--- src/rtl/cpu_pkg.sv ---
// ============================================================================
// Module      : cpu_pkg
// Description : Shared CPU constants: ALU opcode encodings and the state
//               encoding of the multi-cycle multiply sequencer.
// Revision    : 1.0 - initial release
// ============================================================================
`default_nettype none

package cpu_pkg;

  // ALU opcodes understood by the shared EX-stage ALU
  localparam logic [5:0] ALU_ADD = 6'b100000;
  localparam logic [5:0] ALU_SUB = 6'b100010;
  localparam logic [5:0] ALU_AND = 6'b100100;
  localparam logic [5:0] ALU_OR  = 6'b100101;
  localparam logic [5:0] ALU_XOR = 6'b100110;
  localparam logic [5:0] ALU_NOR = 6'b100111;
  localparam logic [5:0] ALU_SLL = 6'b000000;

  // Multiply sequencer states
  localparam logic [1:0] IDLE = 2'd0;
  localparam logic [1:0] ACC  = 2'd1;
  localparam logic [1:0] SHF  = 2'd2;
  localparam logic [1:0] DONE = 2'd3;

endpackage : cpu_pkg

`default_nettype wire

--- src/rtl/alu_mul_sequencer.sv ---
// ============================================================================
// Module      : alu_mul_sequencer
// Description : Unsigned N x N shift-and-add multiplier (low N bits kept)
//               that borrows the shared EX-stage ALU for every add and
//               shift. Latency is fixed at 2N+1 cycles from the accepted
//               start to the done pulse.
// Revision    : 1.0 - initial release
// ============================================================================
`default_nettype none

module alu_mul_sequencer
  import cpu_pkg::*;
#(
  parameter int N     = 32,
  parameter int CNT_W = 6
) (
  input  logic         clk,
  input  logic         rst_n,
  input  logic         start,
  input  logic         flush,
  input  logic [N-1:0] op_a,
  input  logic [N-1:0] op_b,
  output logic         busy,
  output logic         done,
  output logic [N-1:0] result,
  output logic         alu_own,
  output logic [N-1:0] alu_a,
  output logic [N-1:0] alu_b,
  output logic [5:0]   alu_op,
  input  logic [N-1:0] alu_out
);

  localparam logic [CNT_W-1:0] c_LAST_ITER = CNT_W'(N - 1);

  logic [1:0]       r_state;
  logic [N-1:0]     r_m;       // multiplicand, shifted left each iteration
  logic [N-1:0]     r_q;       // multiplier, shifted right each iteration
  logic [N-1:0]     r_p;       // partial-product accumulator
  logic [CNT_W-1:0] r_cnt;     // completed iterations
  logic [N-1:0]     r_result;  // last committed product

  // FSM and datapath registers; flush aborts from any busy state
  always_ff @(posedge clk) begin
    if (!rst_n) begin
      r_state  <= IDLE;
      r_m      <= '0;
      r_q      <= '0;
      r_p      <= '0;
      r_cnt    <= '0;
      r_result <= '0;
    end else begin
      case (r_state)
        IDLE: begin
          if (start && !flush) begin
            r_m     <= op_a;
            r_q     <= op_b;
            r_p     <= '0;
            r_cnt   <= '0;
            r_state <= ACC;
          end
        end
        ACC: begin
          if (flush) begin
            r_state <= IDLE;
          end else begin
            if (r_q[0]) begin
              r_p <= alu_out;
            end
            r_state <= SHF;
          end
        end
        SHF: begin
          if (flush) begin
            r_state <= IDLE;
          end else begin
            r_m     <= alu_out;
            r_q     <= r_q >> 1;
            r_cnt   <= r_cnt + CNT_W'(1);
            r_state <= (r_cnt == c_LAST_ITER) ? DONE : ACC;
          end
        end
        DONE: begin
          // A flush in the done cycle discards the product entirely
          if (!flush) begin
            r_result <= r_p;
          end
          r_state <= IDLE;
        end
        default: r_state <= IDLE;
      endcase
    end
  end

  // Output decode; alu_op stays a legal opcode even when the ALU is not owned
  always_comb begin
    busy    = (r_state != IDLE);
    done    = 1'b0;
    result  = r_result;
    alu_own = 1'b0;
    alu_a   = '0;
    alu_b   = '0;
    alu_op  = ALU_ADD;
    case (r_state)
      ACC: begin
        alu_own = 1'b1;
        alu_a   = r_p;
        alu_b   = r_m;
      end
      SHF: begin
        alu_own = 1'b1;
        alu_op  = ALU_SLL;
        alu_a   = r_m;
        alu_b   = N'(1);
      end
      DONE: begin
        // Bypass so the product is visible in the same cycle as done
        if (!flush) begin
          done   = 1'b1;
          result = r_p;
        end
      end
      default: ;
    endcase
  end

endmodule : alu_mul_sequencer

`default_nettype wire
--- config.mk ---
export PLATFORM = sky130hd
export DESIGN_NAME = alu_mul_sequencer
export DESIGN_NICKNAME = d
export VERILOG_FILES = /design/src/rtl/cpu_pkg.sv /design/src/rtl/alu_mul_sequencer.sv
export SDC_FILE = /design/constraint.sdc
export NUM_CORES = 1
export LEC_CHECK = 0
export CELL_PAD_IN_SITES_DETAIL_PLACEMENT = 1
export CELL_PAD_IN_SITES_GLOBAL_PLACEMENT = 1
export CORE_ASPECT_RATIO = 1.5
export CORE_MARGIN = 2
export CORE_UTILIZATION = 37
export DETAILED_ROUTE_END_ITERATION = 8
export PLACE_DENSITY = 0.92
export SETUP_SLACK_MARGIN = 0.2
export SYNTH_ARGS = -nofsm -noshare
export SYNTH_HDL_FRONTEND = slang
export SYNTH_SLANG_ARGS = --single-unit
--- constraint.sdc ---
create_clock -name clk -period 2.6 [get_ports clk]
set_input_delay 0.52 -clock clk [delete_from_list [all_inputs] [get_ports clk]]
set_output_delay 0.52 -clock clk [all_outputs]
set_load 0.005 [all_outputs]
==> flow_metrics.tcl <==
set metrics [dict create \
    hold-path-endpoint "r_q[25]$_SDFFE_PN0P_" \
    reg2reg_from "r_state[1]$_SDFFE_PN0P_" \
    area_delta_synth_final_pct 60.4 \
    yosys_warnings 0 \
    slowest_delay_ns 0.39 \
    r2r_cells 9 \
    fmaxAchievable_ghz 0.390 \
    die_h_um 178 \
    min_path_type "flip-flop to flip-flop" \
    finalHoldViolations 0 \
    dieArea_um2 21300 \
    numCtsBuffers 17 \
    cp_max_fo 7 \
    grt_pass1_wl_um 47100 \
    antenna_left 0 \
    power_leakage_uw 0.00449 \
    drive_above_1_share_pct 31.8 \
    synthesis.area_um2 7460 \
    finalClockSkew_ns 0.00974 \
    syn_inst 832 \
    antenna_found_initial 1 \
    drtIter0Drc 503 \
    clock-sinks 136 \
    reg2reg_slack_ns 0.24 \
    vias_per_cell 5.88 \
    wl_um 33200 \
    grt_max_degree 206 \
    path_class "flip-flop to primary output" \
    cp.arrival_ns 2.04 \
    required_ns 2.08 \
    drt_first_pass_iters 5 \
    vias 7814 \
    htree_levels 4 \
    peakVddDrop_mv 0.449 \
    num-fill-cells 2076 \
    post_drt_wl_per_cell_um 25.0 \
    route.detailed.drc 0 \
    p_per_area_nw_per_um2 490 \
    worst_slack_ns 0.0367 \
    preCtsSetupSlack_ns 0.148 \
    io_buffers 199 \
    cp-start-kind "flip-flop" \
    routabilityCongestion 0.751 \
    synth-seq-cells 136 \
    cap_violations 0 \
    grt_usage_pct 28.8 \
    finalSetupViolCount 0 \
    status "finished, final reports clean" \
    grt_remaining_overflow 0 \
    num-nets-final 1162 \
    synth.distinct_cells 35 \
    core.rowCount 63 \
    period_minus_slack_ns 2.56 \
    hold_path_depth 2 \
    dp.cells 1211 \
    die_width_um 120 \
    syn_avg_cell_area_um2 8.97 \
    hold_start "r_q[25]$_SDFFE_PN0P_" \
    final_core_util_pct 60.5 \
    initial_core_util_pct 37.7 \
    worst_pin_slew_ns 0.702 \
    slew_headroom_pct 53.2 \
    worstSkewPairLatency_ns 0.44 \
    clockBufferDepth 2 \
    worstPathCellList "ha_4, nand2b_4, buf_12, buf_12, buf_16, buf_6, mux2_4, buf_6" \
    rsz0062_at_grt "yes" \
    finalMaxSlewViolations 0 \
    clk_pin_slew_worst_paths_ns 0.06 \
    cts_root_buf "clkbuf_16" \
    end_kind "primary output" \
    cts_tree "built" \
    post-dp-hpwl_um 16200 \
    stdcell_count 1330 \
    slowest_stage "dfxtp_4" \
    fin_crit_sh_pct 98.6 \
    io_pins 205 \
    core_um2 19800 \
    ys_seq_area_share_pct 36.5 \
    first_global_vias 8202 \
    r2r-end "r_p[6]$_SDFFE_PN0P_" \
]
[registers in the layout, indices dropped and copies added (netlist names)]
name	flops
r_q	32
r_p	32
r_m	32
r_cnt	6
r_state	2
r_result	32
[cell usage in the layout (no fill, tap or decap), types with 30 or more instances in the layout]
cell type,netlist,final
or3_1,64,64
o21ai_0,67,67
buf_4,10,30
nand2_1,34,34
or4_1,38,37
clkdlybuf4s50_1,0,98
mux2i_1,63,63
a21boi_1,91,90
dfxtp_1,136,134
o31ai_1,36,36
buf_6,8,90
and2_1,32,32
[routing by layer]
metal  part of all wire, %  global-route usage [%]  wire length [um]
met1                    35                    29.0             11700
met2                    53                    52.3             17600
met3                   4.9                    6.81              1620
met4                   7.0                    18.7              2320
met5                     0                       0                 0
[worst max path at each step]
stage | start | endpoint | slack, ns | cells past startpoint
global placement | r_state[1]$_SDFFE_PN0P_ | alu_a[31] | 0.19 | 5
finish | r_state[0]$_SDFFE_PN0P_ | result[24] | 0.04 | 8
floorplan | flush | result[10] | 0.61 | 5
global route | r_state[0]$_SDFFE_PN0P_ | result[24] | -0.007 | 8
detailed placement | r_state[0]$_SDFFE_PN0P_ | alu_a[31] | 0.15 | 5
CTS | r_state[0]$_SDFFE_PN0P_ | result[28] | -0.004 | 7
[stage by stage]
step / hold WS (ns) / power [uW] / area, um^2 / setup TNS, ns
final: 0.473 / 5870 / 12000 / 0
after floorplan: 0.447 / 2610 / 7480 / 0
after CTS: 0.476 / 5790 / 11400 / -0.00358
after detailed placement: 0.467 / 2920 / 9620 / 0
after global placement: 0.453 / 2890 / 9620 / 0
after global routing: 0.499 / 6050 / 12000 / -0.0185
[Yosys cell counts]
| master | n | area, um^2 |
|---|---|---|
| nor2b_1 | 33 | 206 |
| nand3_1 | 1 | 5.00 |
| a21oi_1 | 5 | 25.0 |
| inv_1 | 7 | 26.3 |
| nor2_1 | 1 | 3.75 |
| o31ai_1 | 36 | 270 |
| or4b_1 | 1 | 10.0 |
| nor2b_4 | 1 | 13.8 |
| dfxtp_1 | 136 | 2720 |
| buf_1 | 4 | 15.0 |
| nand3b_1 | 1 | 7.51 |
| nand2b_1 | 2 | 12.5 |
| and3_1 | 31 | 194 |
| mux2_2 | 32 | 360 |
| nand2_1 | 34 | 128 |
| buf_4 | 10 | 75.1 |
| a22oi_1 | 32 | 240 |
| and2_1 | 32 | 200 |
| or4_1 | 38 | 285 |
| buf_2 | 15 | 75.1 |
| a21boi_1 | 91 | 683 |
| clkbuf_2 | 1 | 5.00 |
| or2_2 | 1 | 6.26 |
| mux2i_1 | 63 | 631 |
| ha_1 | 5 | 62.6 |
| conb_1 | 1 | 3.75 |
| mux2i_4 | 1 | 22.5 |
| buf_6 | 8 | 90.1 |
| nand4b_1 | 1 | 8.76 |
| a21boi_0 | 9 | 67.6 |
| or3_1 | 64 | 400 |
| a32oi_1 | 1 | 8.76 |
| mux2i_2 | 1 | 13.8 |
| o21ai_0 | 67 | 335 |
| clkbuf_1 | 66 | 248 |
[layout make-up]
class | instances | area [um^2] | area share (%)
antenna | 1 | 2.50 | 0.0209
clock buffer | 19 | 443 | 3.70
clock inverter | 12 | 200 | 1.67
inverter | 7 | 31.3 | 0.261
multi-input combinational | 589 | 4770 | 39.9
sequential | 136 | 2730 | 22.8
tap | 260 | 325 | 2.72
timing repair buffer | 306 | 3460 | 28.9
[repair_timing]
action	CTS	global route
gates resized for setup	508	92
buffers inserted	55	21
hold buffers	0	0
pin swaps	16	7
endpoints found under the setup margin	100	85
cloned	9	2
[kinds of logic after synthesis]
family	share of synthesized area (%)
compound gates	21.8
simple gates	19.9
flops	36.5
buf+inv	7.16
mux	13.8
fa+ha+maj	0.838
other cells	0.0503
[where the power goes]
group	internal [uW]	switching (uW)
logic	487	467
clock network	1720	999
registers	2140	53.4
total	4350	1520
[worst max-delay path: cells and delay by family, from the launching register on]
kind	cells	cell delay, ns
multiplexers	1	0.31
buffers and inverters	5	0.65
flip-flops	1	0.39
adder cells (fa/ha/maj)	1	0.15
AND/OR/NAND/NOR	1	0.09
Power figures use the tool's default switching activity.
==> variant: new RTL, config.mk and constraints unchanged <==
Change the parameter `CNT_W` from 6 to 12.
--- a/src/rtl/alu_mul_sequencer.sv
+++ b/src/rtl/alu_mul_sequencer.sv
@@ -12,7 +12,7 @@
   import cpu_pkg::*;
 #(
   parameter int N     = 32,
-  parameter int CNT_W = 6
+  parameter int CNT_W = 12
 ) (
   input  logic         clk,
   input  logic         rst_n,
Behaviour: same outputs for any inputs over 10 cycles, from zero or initial values and one cycle with rst_n low; that may be too few to reach the edited logic, so the function may still have changed.
==> variant against the original RTL <==
  * Synthesized area down 1.4%
  * Critical path type unchanged
  * The flow now finishes with violations (negative setup slack)
  * Clock skew up 0.00096 ns
  * Design area down 3.0%
  * Sequential cell count up 6
  * Total power up 12%
  * Largest cell class unchanged
  * Non-clock buffer count down 1
  * Via count up 5.6%
  * Clock power down 2%
  * Highest routed layer unchanged
  * Routed wire length up 8.3%
  * Setup slack worse by 0.040 ns
==> variant: results (changes against the original RTL) <==
Logic inverters: 9 (+2)
Multi-In Gates: 562 (-4.6%)
Global Route met2 Usage: 49.5% (-2.9 points)
post-synthesis compound-gate area fraction: 22.7% (+0.83 points)
NonClk Buf Share: 28.5% (-0.42 points)
ClkCell Share: 5.46% (+0.082 points)
setup slack after layout: -0.00302 ns (-0.0397 ns)
drt via density: 6.28 (+6.9%)
worst setup path endpoint: result[13]
Post-CTS Setup Repair Bufs: 22 (-60%)
M3 GR Usage: 4.51% (-2.3 points)
endpoints failing setup: 1 (+1)
DP HPWL: 17.4 mm (+7.8%)
status: finished, violations left
failing checks: negative setup slack
vias in the first global route: 7842 (-4.4%)
clk sink count: 142 (+4.4%)
fraction of layout cells with a size suffix above 1: 26.8% (-5.0 points)
final setup skew: 0.0107 ns (+0.000958 ns)
Place WS: 0.0670 ns (-0.0812 ns)
initial antenna violation count: 3 (+2)
Synth Area in Adders: 1.02% (+0.18 points)
# clk buffers: 20 (+1)
Gate Count Post-Synth: 812 (-2.4%)
non-clock buffer count: 305 (-0.33%)
worst r2r dst: r_p[22]
Total Wirelength: 36.0 mm (+8.3%)
post-synthesis mux area share: 14.5% (+0.72 points)
largest net degree at the start of global routing: 82 (-60%)
Worst slew margin: 44.7% (-8.5 points)
GR Util met1: 30.0% (+1.0 points)
Inst Count DP: 1196 (-1.2%)
Routed wire per std cell: 27.4 µm (+9.7%)
setup slack, reg-to-reg: 0.13 ns (-0.11 ns)
Tot GR Track Use: 27.2% (-1.6 points)
Final Cell Area: 11600 µm² (-3.0%)
Commonest cells post-synth: dfxtp_1, a21oi_1, mux2i_1, a311oi_1, clkbuf_1
VDD IR max: 0.412 mV (-8.3%)
first-pass GRT wire length: 44.7 mm (-5.1%)
initial DRC count: 698 (+39%)
P_int: 0.00467 W (+7.3%)
## variant: cell count changes after synthesis, moves of 10 or more
cell,unedited run,this run
a21boi_1,91,0
a21oi_1,5,105
a311oi_1,0,64
buf_1,4,14
o21ai_0,67,5
or3_1,64,1
## variant: metal layers
layer,share of wire (%),vias to the layer above
met1,35,4093
li1,-,3537
met4,7.4,0
met3,5.6,180
met2,52,439
met5,0,-
## variant: worst reg2reg max path, cell delays in order, from the launching register on
cell and delay (ns):
dfxtp_4 0.39, inv_4 0.06, ha_4 0.18, buf_12 0.14
buf_12 0.15, buf_4 0.17, mux2i_4 0.28, buf_12 0.23
or4_1 0.53, a21oi_1 0.26
## variant: power by group through the flow
stage | Combinational [W] | Clock (W) | Sequential, W
final | 0.00153 | 0.00266 | 0.00239
after global routing | 0.00159 | 0.00277 | 0.00239
after CTS | 0.00122 | 0.00266 | 0.00236
after detailed placement | 0.000992 | 0 | 0.00241
after global placement | 0.000953 | 0 | 0.00240
after floorplan | 0.000571 | 0 | 0.00237
